## config.mk

```make
export PLATFORM = sky130hd
export DESIGN_NAME = forward_sel_unit
export DESIGN_NICKNAME = d
export VERILOG_FILES = /design/src/rtl/forward_sel_unit.sv
export SDC_FILE = /design/constraint.sdc
export NUM_CORES = 1
export LEC_CHECK = 0
export CORE_UTILIZATION = 40
export CTS_BUF_LIST = sky130_fd_sc_hd__clkbuf_2 sky130_fd_sc_hd__clkbuf_4 sky130_fd_sc_hd__clkbuf_8
export CTS_CLUSTER_DIAMETER = 60
export CTS_CLUSTER_SIZE = 16
export DETAILED_ROUTE_END_ITERATION = 10
export PLACE_DENSITY = 0.66
export SETUP_SLACK_MARGIN = 0.5
export SYNTH_ARGS = -nofsm -noshare
export SYNTH_HDL_FRONTEND = slang
export SYNTH_SLANG_ARGS = --single-unit
export TNS_END_PERCENT = 50
```

## constraint.sdc

```tcl
create_clock -name Clk -period 2.1 [get_ports Clk]
set_input_delay 0.21 -clock Clk [delete_from_list [all_inputs] [get_ports Clk]]
set_output_delay 0.21 -clock Clk [all_outputs]
set_load 0.01 [all_outputs]
```

## src/rtl/forward_sel_unit.sv

```systemverilog
// rtl/forward_sel_unit.sv - EX-stage operand forwarding select and load-use stall
//
// Tracks destination register and write/load flags of the instructions in EX,
// MEM and WB, compares them with the sources of the instruction leaving ID and
// registers the ALU operand mux selects for the coming EX cycle.
//
// Ports:
//   Clk        in   1  rising-edge clock
//   Rst        in   1  asynchronous active-low reset
//   IdValid    in   1  ID holds a real instruction
//   IdRs       in   5  ID source register A
//   IdRt       in   5  ID source register B
//   IdDst      in   5  ID destination register
//   IdRegWrite in   1  ID instruction writes the register file
//   IdMemRead  in   1  ID instruction is a load
//   Flush      in   1  discard the ID instruction
//   SelA       out  2  operand-A select for the instruction in EX
//   SelB       out  2  operand-B select for the instruction in EX
//   Stall      out  1  load-use hazard, hold PC and IF/ID

module forward_sel_unit (
  input  logic       Clk,
  input  logic       Rst,
  input  logic       IdValid,
  input  logic [4:0] IdRs,
  input  logic [4:0] IdRt,
  input  logic [4:0] IdDst,
  input  logic       IdRegWrite,
  input  logic       IdMemRead,
  input  logic       Flush,
  output logic [1:0] SelA,
  output logic [1:0] SelB,
  output logic       Stall
);

  localparam logic [1:0] SEL_RF  = 2'b00;
  localparam logic [1:0] SEL_MEM = 2'b01;
  localparam logic [1:0] SEL_WB  = 2'b10;
  localparam logic [1:0] SEL_RET = 2'b11;

  logic [4:0] ex_dst;
  logic       ex_rw;
  logic       ex_mr;
  logic [4:0] mem_dst;
  logic       mem_rw;
  logic [4:0] wb_dst;
  logic       wb_rw;

  logic       bubble;
  logic [1:0] next_a;
  logic [1:0] next_b;

  // Nearest producer wins; $0 is hardwired and never forwards. The EX
  // producer is one stage further along by the time the consumer is in EX,
  // hence each stage maps to the mux input one step downstream.
  function automatic logic [1:0] pick(
    input logic [4:0] s,
    input logic [4:0] e_dst, input logic e_rw,
    input logic [4:0] m_dst, input logic m_rw,
    input logic [4:0] w_dst, input logic w_rw
  );
    logic [1:0] r;
    r = SEL_RF;
    if (s == 5'd0)                  r = SEL_RF;
    else if (e_rw && e_dst == s)    r = SEL_MEM;
    else if (m_rw && m_dst == s)    r = SEL_WB;
    else if (w_rw && w_dst == s)    r = SEL_RET;
    return r;
  endfunction

  always_comb begin
    Stall = IdValid && ex_rw && ex_mr && (ex_dst != 5'd0) &&
            ((ex_dst == IdRs) || (ex_dst == IdRt));
  end

  assign bubble = Stall || Flush || !IdValid;

  always_comb begin
    next_a = pick(IdRs, ex_dst, ex_rw, mem_dst, mem_rw, wb_dst, wb_rw);
    next_b = pick(IdRt, ex_dst, ex_rw, mem_dst, mem_rw, wb_dst, wb_rw);
  end

  always_ff @(posedge Clk or negedge Rst) begin
    if (!Rst) begin
      ex_dst  <= 5'd0;
      ex_rw   <= 1'b0;
      ex_mr   <= 1'b0;
      mem_dst <= 5'd0;
      mem_rw  <= 1'b0;
      wb_dst  <= 5'd0;
      wb_rw   <= 1'b0;
      SelA    <= SEL_RF;
      SelB    <= SEL_RF;
    end else begin
      mem_dst <= ex_dst;
      mem_rw  <= ex_rw;
      wb_dst  <= mem_dst;
      wb_rw   <= mem_rw;
      if (bubble) begin
        // A bubble never writes, so it can never become a forwarding source.
        ex_dst <= 5'd0;
        ex_rw  <= 1'b0;
        ex_mr  <= 1'b0;
        SelA   <= SEL_RF;
        SelB   <= SEL_RF;
      end else begin
        ex_dst <= IdDst;
        ex_rw  <= IdRegWrite;
        ex_mr  <= IdMemRead;
        SelA   <= next_a;
        SelB   <= next_b;
      end
    end
  end

endmodule

```

==> results of run 1 <==
-- per-layer routing --
metal | share of wire (%) | GRT usage, % | up-vias
met1 | 43 | 25.9 | 430
met2 | 50 | 32.9 | 31
li1 | - | - | 417
met5 | 0 | 0 | -
met4 | 1.3 | 6.07 | 0
met3 | 5.5 | 4.19 | 4
-- state kept, by name (all words and copies together) (netlist names) --
signal	cells
ex_rw	1
mem_dst	5
ex_dst	5
wb_rw	1
SelB	2
ex_mr	1
mem_rw	1
SelA	2
wb_dst	5
-- where the power goes --
part	internal, W	switching (W)
combinational	0.0000839	0.0000672
clock	0.0000869	0.000124
sequential	0.000457	0.0000151
-- final cells by class --
class	count	share of cell area (%)
Inverter	1	0.230
Clock buffer	4	1.84
Timing Repair Buffer	41	22.9
Tap cell	31	2.38
Sequential cell	23	35.4
Multi-Input combinational cell	68	37.3
-- cells in the final DEF (no fill, tap or decap), types with 3 or more instances in the layout --
cell	synthesis	routed
buf_4	0	14
clkbuf_4	0	4
xnor2_1	8	8
nand3_1	3	3
nor3b_2	7	7
xor2_1	22	22
dfrtp_1	23	22
nor4_2	0	3
clkdlybuf4s50_1	0	24
nor3_2	2	3
-- cell families after synthesis --
| kind of cell | count (synthesis) |
|---|---|
| xor gates and xnor gates | 30 |
| and+or+nand+nor | 30 |
| DFF | 23 |
| AOI/OAI and AO/OA | 8 |
| buffers and inverters | 2 |
-- timing repair --
| item | CTS | global route |
|---|---|---|
| pin swaps | 10 | 8 |
| cloned | 1 | 0 |
| resized for setup | 12 | 4 |
| endpoints found under the setup margin | 12 | 12 |
| buffers inserted | 4 | 2 |
-- worst max-delay path by stage --
stage,end,slack (ns)
final,Stall,0.22
after global routing,Stall,0.11
after CTS,Stall,0.17
after detailed placement,Stall,-0.12
after global placement,Stall,-0.11
after floorplan,ex_dst[0]$_DFF_PN0_,0.54
-- through the flow --
step	hold slack [ns]	utilization, %	instances	setup slack, ns
floorplan	-0.0856	-	93	0.543
global placement	0.411	54.8	157	-0.113
detailed placement	0.420	54.8	157	-0.122
CTS	0.256	58.4	166	0.173
global route	0.258	59.6	168	0.113
finish	0.241	59.6	168	0.224
==> results.md, run 1 <==
- Result of the run: finished clean
- Setup crit end kind: primary output
- Fraction of the mapped netlist area in compound gates: 5.54%
- Global-route wire length before repair: 4710 µm
- Cell family with the largest share of critical-path delay: simple AND/OR/NAND/NOR gates
- Post-synth cell types: 21
- Number of H-tree levels: 1
- DRC violations left: 0
- Source-to-sink clock delay at the later pin of the worst-skew pair: 0.30 ns
- Library cell with the highest instance count after synthesis: dfrtp_1
- Buffers from clock root to sink, at most: 2
- Cell count after synthesis: 93
- R2r startpoint: ex_dst[4]$_DFF_PN0_
- Remaining antenna violation count: 0
- Number of enable flip-flop cells after synthesis: 0
- Crit path max fanout: 4
- FF-to-FF End: SelB[0]$_DFF_PN0_
- Logic depth of the worst path, buffers included: 4
- Wire length per cell after detailed routing: 16.3 µm
- Cell taking the most area after synthesis: dfrtp_1
- Final weighted congestion of routability-driven global placement: 0.862
- Final setup TNS: 0 ns
- Arrival time at the worst endpoint: 1.67 ns
- Count of inserted antenna diode cells: 0
- Multiplexer area fraction after synthesis: 0%
- Number of pins exceeding their max-slew limit in the final report: 0
- Standard-cell rows: 19
- Cell chain of the critical path: or4_4, o2111ai_2, a21oi_2, buf_2
- Crit path buffers/inverters: 1
- Initial detailed-routing violation count: 32
- Cell at the root of the clock tree: clkbuf_4
- Area growth syn-to-layout: 41.4%
- Die Wd: 55.7 µm
- Area fraction of the dominant cell type after synthesis: 49.9%
- Share of synthesized flip-flops with an asynchronous set or reset: 100%
- Period utilisation layout: 89.3%
- Simple logic cell fraction of the synthesized area: 20.4%
- Pin count of the biggest net entering global routing: 24
- Number of buffers inserted during clock tree synthesis: 3
- Sequential share of the synthesized area: 49.9%
- Crit path max-delay cell type: or4_4
- Most frequently used flop master after synthesis: dfrtp_1
- Synth top area cells: dfrtp_1 (50%), xor2_1 (17%), nor3b_2 (7.6%), xnor2_1 (6.1%), nor4_1 (3.3%)
- Leakage power figure: 0.703 nW
- Maximum ir drop on the vdd rail: 0.409 mV
- Number of cell instances on the worst register-to-register path: 8
- Drt pass-1 iters: 4
- Post-detailed-placement half-perimeter wirelength: 2030 µm
- Largest stage delay on the critical path: 0.54 ns
- GRT Residual Overflow: 0
- Reg clk slew, reported paths: 0.12 ns
- Total power of the final layout: 0.000834 W
- Fin nets: 159
- Via count of the first global-routing pass: 962
- Post-Synth Adder-Cell Area: 0%
- WL final: 2730 µm
- Number of fill cells: 246
- Leading cell types by count after synthesis: dfrtp_1 (23), xor2_1 (22), xnor2_1 (8)
- Placement-stage cell area: 0.00150 mm²
- Measured slew at the worst slew-check pin: 0.398 ns
- Total GRT Usage: 19.8%
- Number of antenna violations at the first check in global routing: 0
- Flop and latch count out of synthesis: 23
- Setup repair after global routing missed its margin: yes
- Hold Crit Class: in -> async
- Startpoint type of the worst setup path: flip-flop
- Number of clock sinks: 23
- Power density over the cells: 512 mW/mm²
- Standard cell core area: 0.00273 mm²
- Startpoint of the worst setup timing path: ex_dst[3]$_DFF_PN0_
- Combined area of all synthesized cells: 0.00115 mm²
- Hold buffer count at CTS: 0
- Largest clock skew in the final design: 0.00715 ns
- Classification of the worst setup path: reg -> out
- Yosys synthesis warning count: 0
- Achievable Freq: 533 MHz
- Initial standard-cell utilization of the core: 42.2%
- Syn_nets: 114
- Vertical die dimension: 55.7 µm
- Final critical-path required period: 1.88 ns
- Setup violators final: 0
- Via total after detailed routing: 882
- Dominant combinational cell family by area after synthesis: XOR/XNOR gates
- Max-cap check violation count: 0
- Hold violation total from the final report: 0
- Internal reg-to-reg setup slack: 0.33 ns
- TritonCTS clock tree: built
- Required time of the critical path: 1.89 ns
- Max-slew headroom: 73.2%
- Die area: 0.00310 mm²
- Multi-input gate area in the final layout: 607 µm²
- Port bufs: 25
- Post-synthesis area per instance: 12.4 µm²
- Parity-gate share of the synthesized area counting xor and xnor cells: 22.8%
- Fraction of layout cells with a size suffix above 1: 29.9%
- Flip-flop and latch area: 577 µm²
- Top-level I/O count: 26
- Layout Cell Area excl Fill: 0.00163 mm²
- Mean number of vias per cell: 5.25
Note: power is estimated with default switching activity, not from simulation.
==> run 2: changes to the inputs <==
--- a/config.mk
+++ b/config.mk
@@ -17,2 +17,2 @@
 export SYNTH_SLANG_ARGS = --single-unit
-export TNS_END_PERCENT = 50
+export TNS_END_PERCENT = 1
--- a/constraint.sdc
+++ b/constraint.sdc
@@ -3,2 +3,2 @@
 set_output_delay 0.21 -clock Clk [all_outputs]
-set_load 0.01 [all_outputs]
+set_load 0.05 [all_outputs]
==> results.md, run 2 (synthesized netlist as in run 1, its figures left out) <==
- Cell family with the largest share of critical-path delay: simple AND/OR/NAND/NOR gates
- Max-cap check violation count: 0 (unchanged)
- Via count of the first global-routing pass: 893 (-7.2%)
- Setup repair after global routing missed its margin: yes
- R2r startpoint: ex_dst[1]$_DFF_PN0_
- Count of inserted antenna diode cells: 0 (unchanged)
- Die Wd: 55.7 µm (unchanged)
- Initial standard-cell utilization of the core: 42.2% (unchanged)
- Final weighted congestion of routability-driven global placement: 0.817 (-5.3%)
- Arrival time at the worst endpoint: 1.73 ns (+0.06 ns)
- Standard-cell rows: 19 (unchanged)
- Drt pass-1 iters: 4 (unchanged)
- WL final: 2520 µm (-7.8%)
- DRC violations left: 0 (unchanged)
- Hold violation total from the final report: 0 (unchanged)
- Die area: 0.00310 mm² (unchanged)
- Last element of the critical path: Stall
- Cell chain of the critical path: or4_1, o2111ai_2, a21oi_2, buf_12
- Source-to-sink clock delay at the later pin of the worst-skew pair: 0.31 ns (about the same)
- Pin count of the biggest net entering global routing: 24 (unchanged)
- Utilization after layout: 56.3% (-3.2 points)
- Area growth syn-to-layout: 33.7%
- GRT Residual Overflow: 0 (unchanged)
- Final critical-path required period: 1.94 ns (+0.0625 ns)
- Remaining antenna violation count: 0 (unchanged)
- Max-slew headroom: 66.3% (-7.0 points)
- Setup crit end kind: primary output
- Classification of the worst setup path: reg -> out
- Achievable Freq: 516 MHz (-3.2%)
- Measured slew at the worst slew-check pin: 0.505 ns (+0.107 ns)
- Crit path max-delay cell type: or4_1
- Startpoint type of the worst setup path: flip-flop
- Number of antenna violations at the first check in global routing: 0 (unchanged)
- Crit path buffers/inverters: 1 (unchanged)
- Mean number of vias per cell: 5.29 (+0.71%)
- Leakage power figure: 0.670 nW (-4.7%)
- Post-detailed-placement half-perimeter wirelength: 1920 µm (-5.7%)
- Hold buffer count at CTS: 0 (unchanged)
- Total power of the final layout: 0.000810 W (-2.9%)
- Number of buffers inserted during clock tree synthesis: 3 (unchanged)
- Port bufs: 25 (unchanged)
- Setup violators final: 0 (unchanged)
- TritonCTS clock tree: built
- Number of H-tree levels: 1 (unchanged)
- Initial detailed-routing violation count: 20 (-38%)
- Result of the run: finished clean
- Vertical die dimension: 55.7 µm (unchanged)
- FF-to-FF End: SelA[1]$_DFF_PN0_
- Required time of the critical path: 1.89 ns (about the same)
- Reg clk slew, reported paths: 0.12 ns (about the same)
- Final std cells w/o fill: 160 (-4.8%)
- Period utilisation layout: 92.3% (+3.0 points)
- Power density over the cells: 526 mW/mm² (+2.7%)
- Most frequent cells in the layout: clkdlybuf4s50_1 (24), dfrtp_1 (23), xor2_1 (22)
- Top-level I/O count: 26 (unchanged)
- Largest clock skew in the final design: 0.00194 ns (-0.00520 ns)
- Buffers from clock root to sink, at most: 2 (unchanged)
- Fraction of layout cells with a size suffix above 1: 20.9% (-9.0 points)
- Global-route wire length before repair: 4310 µm (-8.4%)
- Placement-stage cell area: 0.00149 mm² (-0.84%)
- Most common cell after layout, fill and taps aside: clkdlybuf4s50_1
- Hold Crit Class: in -> async
- Startpoint of the worst setup timing path: ex_dst[1]$_DFF_PN0_
- Final setup TNS: 0 ns (unchanged)
- Largest stage delay on the critical path: 0.54 ns (about the same)
- Number of placed cells counting well taps: 154 (-1.9%)
- Cell at the root of the clock tree: clkbuf_4
- Number of cell instances on the worst register-to-register path: 6 (-2)
- Total GRT Usage: 18.1% (-1.7 points)
- Number of pins exceeding their max-slew limit in the final report: 0 (unchanged)
- Standard cell core area: 0.00273 mm² (unchanged)
- Internal reg-to-reg setup slack: 0.21 ns (-0.12 ns)
- Layout Cell Area excl Fill: 0.00154 mm² (-5.5%)
- Maximum ir drop on the vdd rail: 0.350 mV (-14%)
- Wire length per cell after detailed routing: 15.7 µm (-3.2%)
- Via total after detailed routing: 846 (-4.1%)
- Logic depth of the worst path, buffers included: 4 (unchanged)
- Fin nets: 151 (-5.0%)
- Crit path max fanout: 3 (-1)
- Number of clock sinks: 23 (unchanged)
- Biggest regs: ex_dst (5), mem_dst (5), wb_dst (5)
run 2: how the worst min path moves through the flow:
stage | startpoint | endpoint | slack [ns] | cells past startpoint
6_report | Rst | SelB[0]$_DFF_PN0_ | 0.23 | 2
3_3_place_gp | ex_rw$_DFF_PN0_ | mem_rw$_DFF_PN0_ | 0.42 | 0
2_1_floorplan | Rst | SelA[0]$_DFF_PN0_ | -0.09 | 0
3_5_place_dp | mem_dst[0]$_DFF_PN0_ | wb_dst[0]$_DFF_PN0_ | 0.42 | 0
5_1_grt | Rst | SelB[0]$_DFF_PN0_ | 0.24 | 2
4_1_cts | Rst | wb_rw$_DFF_PN0_ | 0.23 | 2
run 2: final cells by class:
class / instances / area (µm²)
fill: 241 / 1190
sequential: 23 / 576
multi-input combinational: 68 / 574
timing repair buffer: 33 / 320
tap: 31 / 38.8
clock buffer: 3 / 22.5
clock inverter: 1 / 5.00
inverter: 1 / 3.75
run 2: per-stage QoR:
| stage | setup WS, ns | hold WS, ns |
|---|---|---|
| 2_1_floorplan | 0.504 | -0.0856 |
| 4_1_cts | 0.146 | 0.229 |
| 3_3_place_gp | 0.170 | 0.416 |
| 6_report | 0.161 | 0.229 |
| 5_1_grt | 0.0729 | 0.245 |
| 3_5_place_dp | 0.120 | 0.419 |
run 2: layer usage:
layer	track usage, %	vias up	wire length [µm]
met5	0	-	0
met2	30.3	29	1240
met4	7.50	0	39
li1	-	399	-
met1	22.7	414	1090
met3	3.95	4	150
run 2: what timing repair did:
action,CTS,global route
setup buffers,2,0
resized for setup,0,2
pin swaps,1,0
setup endpoints to repair,16,16
run 2: power breakdown:
| group | internal [W] | total [W] | switching [W] |
|---|---|---|---|
| registers | 0.000457 | 0.000472 | 0.0000152 |
| clock network | 0.0000712 | 0.000202 | 0.000131 |
| logic | 0.0000745 | 0.000135 | 0.0000609 |
| total | 0.000603 | 0.000810 | 0.000207 |
